===== config.mk =====
export PLATFORM = sky130hd
export DESIGN_NAME = riscv_lsu
export DESIGN_NICKNAME = d
export VERILOG_FILES = /design/src/rtl/defines_riscv.sv /design/src/rtl/riscv_lsu_pkg.sv /design/src/rtl/riscv_lsu_load_ext.sv /design/src/rtl/riscv_lsu.sv
export SDC_FILE = /design/constraint.sdc
export NUM_CORES = 1
export LEC_CHECK = 0
export ABC_AREA = 0
export CORE_ASPECT_RATIO = 0.7
export CORE_UTILIZATION = 45
export DETAILED_ROUTE_END_ITERATION = 12
export GPL_TIMING_DRIVEN = 0
export PLACE_DENSITY = 0.81
export SETUP_SLACK_MARGIN = 0.5
export SYNTH_ARGS = -nofsm -noshare
export SYNTH_HDL_FRONTEND = slang
export SYNTH_SLANG_ARGS = --single-unit
export TNS_END_PERCENT = 1

===== constraint.sdc =====
create_clock -name clk_i -period 1.7 [get_ports clk_i]
set_input_delay 0.34 -clock clk_i [delete_from_list [all_inputs] [get_ports clk_i]]
set_output_delay 0.34 -clock clk_i [all_outputs]
set_load 0.02 [all_outputs]

===== src/rtl/defines_riscv.sv =====
// Shared RISC-V core encodings: load/store size codes as emitted by the decoder.
package defines_riscv;

  localparam logic [2:0] LDST_B  = 3'd0;
  localparam logic [2:0] LDST_H  = 3'd1;
  localparam logic [2:0] LDST_W  = 3'd2;
  localparam logic [2:0] LDST_BU = 3'd4;
  localparam logic [2:0] LDST_HU = 3'd5;

endpackage : defines_riscv


===== src/rtl/riscv_lsu_pkg.sv =====
// Load/store unit private types: FSM state encoding and the default bus timeout.
package riscv_lsu_pkg;

  typedef enum logic [1:0] {
    LSU_IDLE = 2'd0,
    LSU_BUSY = 2'd1,
    LSU_DONE = 2'd2
  } lsu_state_e;

  localparam int LSU_TIMEOUT_DEFAULT = 16;

endpackage : riscv_lsu_pkg


===== src/rtl/riscv_lsu_load_ext.sv =====
// Load data extraction: picks the addressed byte/halfword out of a memory word
// and sign- or zero-extends it to 32 bits according to the load size.
module riscv_lsu_load_ext
  import defines_riscv::*;
(
  input  logic [31:0] i_word,
  input  logic [2:0]  i_size,
  input  logic [1:0]  i_offset,
  output logic [31:0] o_data
);

  logic [7:0]  w_byte;
  logic [15:0] w_half;

  // Lane selection and extension; purely combinational.
  always_comb begin
    // NOTE: every output of a combinational block gets a default first so no
    // path through the case statement can leave it unassigned and infer a latch.
    w_byte = i_word[7:0];
    w_half = i_offset[1] ? i_word[31:16] : i_word[15:0];
    o_data = i_word;
    case (i_offset)
      2'd0: w_byte = i_word[7:0];
      2'd1: w_byte = i_word[15:8];
      2'd2: w_byte = i_word[23:16];
      2'd3: w_byte = i_word[31:24];
      default: w_byte = i_word[7:0];
    endcase
    case (i_size)
      LDST_B:  o_data = {{24{w_byte[7]}}, w_byte};
      LDST_BU: o_data = {24'h0, w_byte};
      LDST_H:  o_data = {{16{w_half[15]}}, w_half};
      LDST_HU: o_data = {16'h0, w_half};
      default: o_data = i_word;
    endcase
  end

endmodule : riscv_lsu_load_ext


===== src/rtl/riscv_lsu.sv =====
// RISC-V load/store unit: accepts one load or store from the core, stalls it
// while a single-beat memory access is in flight, and returns extended load
// data. Misaligned/illegal requests and bus timeouts raise a one-cycle error.
// When a timeout error is reported the core sees stall=0 in that cycle, so a
// still-held request is not silently re-issued before the core reacts.
module riscv_lsu
  import riscv_lsu_pkg::*;
  import defines_riscv::*;
#(
  parameter int TIMEOUT_CYCLES = LSU_TIMEOUT_DEFAULT
)(
  input  logic        clk_i,
  input  logic        rst_i,
  input  logic        core_req_i,
  input  logic        core_we_i,
  input  logic [2:0]  core_size_i,
  input  logic [31:0] core_addr_i,
  input  logic [31:0] core_wd_i,
  output logic [31:0] core_rd_o,
  output logic        core_stall_req_o,
  output logic        core_err_o,
  output logic        mem_req_o,
  output logic        mem_we_o,
  output logic [3:0]  mem_be_o,
  output logic [31:0] mem_addr_o,
  output logic [31:0] mem_wd_o,
  input  logic [31:0] mem_rd_i,
  input  logic        mem_ready_i
);

  localparam int            CW       = $clog2(TIMEOUT_CYCLES + 1);
  localparam logic [CW-1:0] CNT_LAST = CW'(TIMEOUT_CYCLES - 1);

  lsu_state_e    r_state;
  lsu_state_e    w_state_nxt;
  logic          r_we;
  logic [2:0]    r_size;
  logic [3:0]    r_be;
  logic [31:0]   r_addr;
  logic [31:0]   r_wd;
  logic [31:0]   r_rd;
  logic [CW-1:0] r_cnt;
  logic          r_tmo_err;

  logic          w_size_ok;
  logic          w_misaligned;
  logic [3:0]    w_be;
  logic [31:0]   w_wd;
  logic          w_idle;
  logic          w_busy;
  logic          w_accept;
  logic          w_req_err;
  logic          w_timeout;
  logic [31:0]   w_load_data;

  // Classify the incoming request and precompute its byte enables and store data.
  always_comb begin
    w_size_ok    = 1'b1;
    w_misaligned = 1'b0;
    w_be         = 4'b0000;
    w_wd         = core_wd_i;
    case (core_size_i)
      LDST_B, LDST_BU: begin
        w_be = 4'b0001 << core_addr_i[1:0];
        w_wd = {4{core_wd_i[7:0]}};
      end
      LDST_H, LDST_HU: begin
        w_misaligned = core_addr_i[0];
        w_be         = core_addr_i[1] ? 4'b1100 : 4'b0011;
        w_wd         = {2{core_wd_i[15:0]}};
      end
      LDST_W: begin
        w_misaligned = |core_addr_i[1:0];
        w_be         = 4'b1111;
      end
      default: w_size_ok = 1'b0;
    endcase
  end

  assign w_idle    = (r_state == LSU_IDLE);
  assign w_busy    = (r_state == LSU_BUSY);
  assign w_accept  = w_idle & core_req_i & w_size_ok & ~w_misaligned & ~r_tmo_err;
  assign w_req_err = w_idle & core_req_i & (~w_size_ok | w_misaligned);
  assign w_timeout = w_busy & ~mem_ready_i & (r_cnt == CNT_LAST);

  // Next-state selection for the IDLE -> BUSY -> DONE handshake.
  always_comb begin
    w_state_nxt = r_state;
    case (r_state)
      LSU_IDLE: if (w_accept) w_state_nxt = LSU_BUSY;
      LSU_BUSY: begin
        if (mem_ready_i)    w_state_nxt = LSU_DONE;
        else if (w_timeout) w_state_nxt = LSU_IDLE;
      end
      LSU_DONE: w_state_nxt = LSU_IDLE;
      default:  w_state_nxt = LSU_IDLE;
    endcase
  end

  riscv_lsu_load_ext u_load_ext (
    .i_word   (mem_rd_i),
    .i_size   (r_size),
    .i_offset (r_addr[1:0]),
    .o_data   (w_load_data)
  );

  // State, captured request fields, timeout counter and returned load data.
  always_ff @(posedge clk_i or negedge rst_i) begin
    if (!rst_i) begin
      r_state   <= LSU_IDLE;
      r_we      <= 1'b0;
      r_size    <= 3'd0;
      r_be      <= 4'b0000;
      r_addr    <= 32'h0;
      r_wd      <= 32'h0;
      r_rd      <= 32'h0;
      r_cnt     <= '0;
      r_tmo_err <= 1'b0;
    end else begin
      // NOTE: sequential state uses non-blocking assignments so every register
      // samples the pre-edge values, independent of statement order.
      r_state   <= w_state_nxt;
      r_tmo_err <= w_timeout;
      if (w_accept) begin
        r_we   <= core_we_i;
        r_size <= core_size_i;
        r_be   <= w_be;
        r_addr <= core_addr_i;
        r_wd   <= w_wd;
        r_cnt  <= '0;
      end else if (w_busy) begin
        r_cnt <= r_cnt + CW'(1);
      end
      if (w_busy && mem_ready_i && !r_we) begin
        r_rd <= w_load_data;
      end
    end
  end

  // Core and memory side outputs; combinational core flags are held low in reset.
  assign core_stall_req_o = rst_i & (w_accept | w_busy);
  assign core_err_o       = rst_i & (w_req_err | r_tmo_err);
  assign core_rd_o        = r_rd;
  assign mem_req_o        = w_busy;
  assign mem_we_o         = r_we;
  assign mem_be_o         = r_be;
  assign mem_addr_o       = {r_addr[31:2], 2'b00};
  assign mem_wd_o         = r_wd;

endmodule : riscv_lsu


==> out/results.txt, run 1 <==
Top-count cell post-synth = dfrtp_1
Final wirelength = 16100 um
Data required time of the critical path = 1360 ps
CTS Sinks = 112
Max VDD drop = 1.16 mV
Slew @ Worst Pin = 610 ps
Final Hold Vio Count = 43
Max Cap Violations = 0
CTS tree = done
Post-Synth Simple-Gate Area = 0.0989
Dpl cells = 854
Longest Clk Path Bufs = 2
Mapped Cells = 493
Most instantiated cells after synthesis = dfrtp_1 (112), nand2_1 (58), mux2_4 (40), nor2_1 (40), a21oi_1 (35)
Cell area after layout = 8530 um^2
Vias in the first global route = 4792
Warnings from Yosys = 0
Hold WC Path Type = input port to asynchronous set/reset pin
Mux contribution to synthesized area = 0.182
Yosys cell types = 48
Cts bufs inserted = 9
GR Util met3 = 0.0735
Clock transition at path regs = 70 ps
Via count = 4703
Worst r2r src = r_state[1]$_DFFE_PN0P_
Post-Synth XOR/XNOR Area = 0.00474
Syn Area/Cell = 11.2 um^2
Drc violations = 0
Port bufs = 202
Synth Cell Area = 5540 um^2
Core area = 11900 um^2
Setup TNS = -9580 ps
Fmax = 491 MHz
GRT met1 Usage = 0.337
Post-synthesis adder-cell area fraction = 0.00451
Failing checks = negative hold slack, negative setup slack
RSZ-0062 raised after global routing = true
Reg-to-reg slack, setup = -230 ps
Vias per cell = 5.37
Cell Pwr Density = 1510 nW/um^2
Total power = 12.9 mW
Synth Area in Compound Gates = 0.123
Post-DP HPWL = 11700 um
FF+latch count, synth = 112
Max-slew headroom = 0.593
Final count of pins violating max slew = 0
CP Launch Type = flip-flop
Nets@finish = 818
Die Ht = 94.9 um
CTS Root Cell = clkbuf_16
Synth top area cells = dfrtp_1 (51%), mux2_4 (11%), buf_4 (4.6%)
Synth Flop Type = dfrtp_1
IO Count = 208
H-tree depth = 3
EDFF count, synth = 0
Iter 0 DRT Violations = 268
Post-route antenna net violation count = 0
Final setup margin = -337 ps
Gp weighted congestion = 0.911
Effective utilization at floorplan = 0.468
Layout area overhead = 53.9%
Met2 usage = 0.408
Reg2Reg Capture Point = core_rd_o[20]$_DFFE_PN0P_
All-Layer GR Usage = 0.258
Global-route wire length before repair = 25000 um
Worst slack at placement = -984 ps
Worst hold margin = -167 ps
CP endpoint kind = output port
Final setup viols = 74
Area of the die = 12800 um^2
Min Tclk post-route = 2040 ps
Leak Pwr = 3.92 nW
Crit-path max FO = 3
Share of layout cells above drive strength 1 = 0.360
Run status = finished, violations left
Largest net degree at the start of global routing = 46
Global route overflow = 0
Largest family of logic cells by synthesized area = multiplexers
Synth area leader = dfrtp_1
Post-Place Cell Area = 7820 um^2
CP arrival = 1700 ps
FFs w/ async S/R, synth = 1.00
Std cell rows = 33
Finished Layout Cells = 875
Global-route layer with the greatest usage = met2
DR WL/cell = 18.4 um
Fin crit share = 1.20
Drt pass-1 iters = 5
Die Wd = 135 um
Initial antenna violation count = 1
Worst setup path class = flip-flop to output port
Clock latency on the worst-skew pair = 350 ps
Final Skew = 6.10 ps
Sequential fraction of the synthesis area = 0.506
Worst R2R Path Depth = 5
Synth top area share = 0.506
## layer usage
metal  vias up  wire length [um]
li1       2135                 -
met1      2315              6970
met2       226              7600
met3        27              1220
met4         0               332
met5         -                 0
## sequential cells by signal (all words and copies together), names as in the netlist
name / cells
core_rd_o: 32
mem_wd_o: 32
r_addr: 32
r_cnt: 5
mem_be_o: 4
r_size: 3
r_state: 2
mem_we_o: 1
r_tmo_err: 1
## metrics by stage
step	hold slack, ps	util
2_1_floorplan	44.4	-
3_3_place_gp	462	0.657
3_5_place_dp	378	0.660
4_1_cts	-157	0.716
5_1_grt	-159	0.720
6_report	-167	0.720
## cell usage in the layout (no fill, tap or decap), types with 3 or more instances in the layout
master and n:
nor3b_1 3, mux2_4 40, nand2_1 58, mux2_2 12, buf_6 138, o21ai_0 27, nor2_1 39, buf_2 11
clkdlybuf4s50_1 97, buf_4 8, clkbuf_1 9, a22oi_1 7, buf_12 3, dfrtp_1 112, nor2b_1 3, a22o_1 7
a21oi_1 35, o32ai_1 7, nor3_1 4, inv_1 3, a31oi_1 4, mux2i_1 25, clkbuf_16 9, o221a_2 7
## critical path: stages, from the launching register on
cell and delay (ps):
dfrtp_1 420, nor4b_4 370, o21ai_2 130, clkbuf_8 160, a21boi_4 120, buf_6 130
## final cells by class
type | count | area [um^2]
buffer | 64 | 596
fill | 847 | 3320
antenna | 1 | 2.50
clock inverter | 6 | 92.6
timing repair buffer | 207 | 2230
inverter | 4 | 16.3
clock buffer | 10 | 239
sequential | 112 | 2800
tap | 157 | 196
multi-input combinational | 314 | 2350
## kinds of logic (layout without fill, tap and decap cells)
| kind of cell | count (synthesis) | count (layout) |
|---|---|---|
| buffers and inverters | 68 | 291 |
| AO/OA/AOI/OAI | 106 | 106 |
| flip-flops | 112 | 112 |
| multiplexers | 78 | 78 |
| XOR/XNOR | 3 | 3 |
| adder cells (fa/ha/maj) | 2 | 2 |
| other | 1 | 3 |
| AND/OR/NAND/NOR | 123 | 123 |
## how the worst max path moves through the flow
stage                            from               end  cells past startpoint
5_1_grt        r_state[0]$_DFFE_PN0P_  core_stall_req_o                      5
4_1_cts           r_tmo_err$_DFF_PN0_  core_stall_req_o                      5
3_3_place_gp                    rst_i  core_stall_req_o                      3
2_1_floorplan          core_addr_i[1]  core_stall_req_o                      5
6_report       r_state[0]$_DFFE_PN0P_  core_stall_req_o                      5
3_5_place_dp           core_addr_i[0]  core_stall_req_o                      6
## power by group
group          switching, mW  leakage [nW]  total, mW  internal (mW)
Sequential             0.802          1.34       4.42           3.62
Combinational           2.76          2.42       6.16           3.39
Clock                  0.975         0.155       2.31           1.34
Total                   4.54          3.92       12.9           8.35
## repair_timing
item	CTS	global route
setup buffers	2	1
gates cloned	1	0
endpoints found under the hold margin	43	43
setup endpoints to repair	214	213
pin swaps	5	1
resized for setup	525	30
No activity file was read; power rests on OpenSTA's default activity.
==> inputs of run 2 (changes only) <==
--- a/config.mk
+++ b/config.mk
@@ -7,6 +7,7 @@
 export LEC_CHECK = 0
 export ABC_AREA = 0
 export CORE_ASPECT_RATIO = 0.7
+export CORE_MARGIN = 2
 export CORE_UTILIZATION = 45
 export DETAILED_ROUTE_END_ITERATION = 12
 export GPL_TIMING_DRIVEN = 0
==> out/results.txt, run 2 (synthesis gave the netlist of run 1 again) <==
Ant diodes = 0
Final setup viols = 82
Failing checks = negative hold slack, negative setup slack
CTS Root Cell = clkbuf_16
Worst setup path class = flip-flop to output port
Longest Clk Path Bufs = 2
RSZ-0062 raised after global routing = true
CTS tree = done
Fill cells = 825
Fin crit share = 1.17
Final wirelength = 16600 um
Gp weighted congestion = 0.922
Area of the die = 13200 um^2
Vias per cell = 5.32
Post-route antenna net violation count = 0
Setup TNS = -10240 ps
Std cell rows = 33
Initial antenna violation count = 0
DR WL/cell = 18.9 um
Global route overflow = 0
Vias in the first global route = 4981
Leak Pwr = 3.95 nW
All-Layer GR Usage = 0.260
Die Wd = 137 um
Port bufs = 202
Max VDD drop = 1.00 mV
Via count = 4671
Post-layout util = 0.724
H-tree depth = 3
Most frequent cells in the layout = buf_6 (134), dfrtp_1 (112), clkdlybuf4s50_1 (97), nand2_1 (58), mux2_4 (40)
Worst hold margin = -145 ps
IO Count = 208
CP arrival = 1650 ps
Iter 0 DRT Violations = 308
Run status = finished, violations left
Post-Place Cell Area = 7820 um^2
CP Launch Type = flip-flop
GRT met1 Usage = 0.351
Met2 usage = 0.412
Final Skew = 7.64 ps
Share of layout cells above drive strength 1 = 0.365
CP endpoint kind = output port
Max Cap Violations = 0
Clock latency on the worst-skew pair = 360 ps
Core area = 11900 um^2
Global-route wire length before repair = 26700 um
Cell Pwr Density = 1490 nW/um^2
Max-slew headroom = 0.558
CTS Sinks = 112
Largest net degree at the start of global routing = 55
Final count of pins violating max slew = 0
GR Util met3 = 0.0645
Commonest non-fill, non-tap cell in the layout = buf_6
Fmax = 503 MHz
Final Hold Vio Count = 52
Drc violations = 0
Global-route layer with the greatest usage = met2
Nets@finish = 822
Cell area after layout = 8580 um^2
Slew @ Worst Pin = 663 ps
Worst slack at placement = -971 ps
Min Tclk post-route = 1990 ps
Post-DP HPWL = 12200 um
Layout area overhead = 54.9%
Effective utilization at floorplan = 0.468
Crit-path max FO = 2
Hold WC Path Type = input port to asynchronous set/reset pin
Data required time of the critical path = 1360 ps
Drt pass-1 iters = 5
Die Ht = 96.9 um
Cts bufs inserted = 9
Clock transition at path regs = 70 ps
Final setup margin = -288 ps
## run 2: cell types whose count changed in the layout (fill, tap and decap cells not counted), sizes merged
cell,change
buf,+3
clkinv,-1
clkbuf,+1
clkinvlp,-1
diode,-1
inv,+3
bufinv,-1
## run 2: path summary, 6_finish.rpt
path	slack, ps	start	cells after the start	endpoint
max	-290	r_tmo_err$_DFF_PN0_	5	core_stall_req_o
min	-140	rst_i	1	core_rd_o[27]$_DFFE_PN0P_
max reg2reg	-190	r_state[1]$_DFFE_PN0P_	5	core_rd_o[25]$_DFFE_PN0P_
min reg2reg	510	mem_wd_o[30]$_DFFE_PN0P_	2	mem_wd_o[30]$_DFFE_PN0P_
max in group asynchronous	1220	rst_i	2	mem_wd_o[9]$_DFFE_PN0P_
min in group clk_i	270	core_addr_i[1]	2	r_addr[1]$_DFFE_PN0P_
## run 2: routing by layer
metal	wire, um	share of wire	vias up
met3	1140	0.069	26
met2	7900	0.48	191
li1	-	-	2143
met4	354	0.021	0
met1	7230	0.43	2311
met5	0	0	-
## run 2: where the power goes
group / total (mW) / internal, mW / switching [mW]
registers: 4.42 / 3.62 / 0.799
clock network: 2.18 / 1.16 / 1.02
logic: 6.22 / 3.42 / 2.80
total: 12.8 / 8.21 / 4.62
## run 2: critical path, cell delays in order (launching register included)
cell and delay, ps:
dfrtp_1 410, nor4b_4 350, o21ai_2 120, clkbuf_8 160, a21boi_4 120, buf_6 130
## run 2: through the flow
| step | power, mW | cells |
|---|---|---|
| 2_1_floorplan | 7.34 | 494 |
| 3_3_place_gp | 9.84 | 853 |
| 3_5_place_dp | 10.0 | 854 |
| 4_1_cts | 12.8 | 878 |
| 5_1_grt | 13.4 | 878 |
| 6_report | 12.8 | 878 |
## run 2: area by class of cell
type / instances / area [um^2] / share of cell area
buffer: 64 / 638 / 0.0743
clock buffer: 10 / 229 / 0.0267
clock inverter: 6 / 72.6 / 0.00845
inverter: 4 / 16.3 / 0.00190
multi-input combinational: 314 / 2360 / 0.275
sequential: 112 / 2800 / 0.327
tap: 157 / 196 / 0.0229
timing repair buffer: 211 / 2270 / 0.265
## run 2: what timing repair did
item                                   in CTS  in global routing
buffers inserted                            7                  0
setup endpoints to repair                 214                214
pin swaps                                   4                  0
endpoints found under the hold margin      52                 52
cloned                                      1                  0
resized for setup                         557                 17
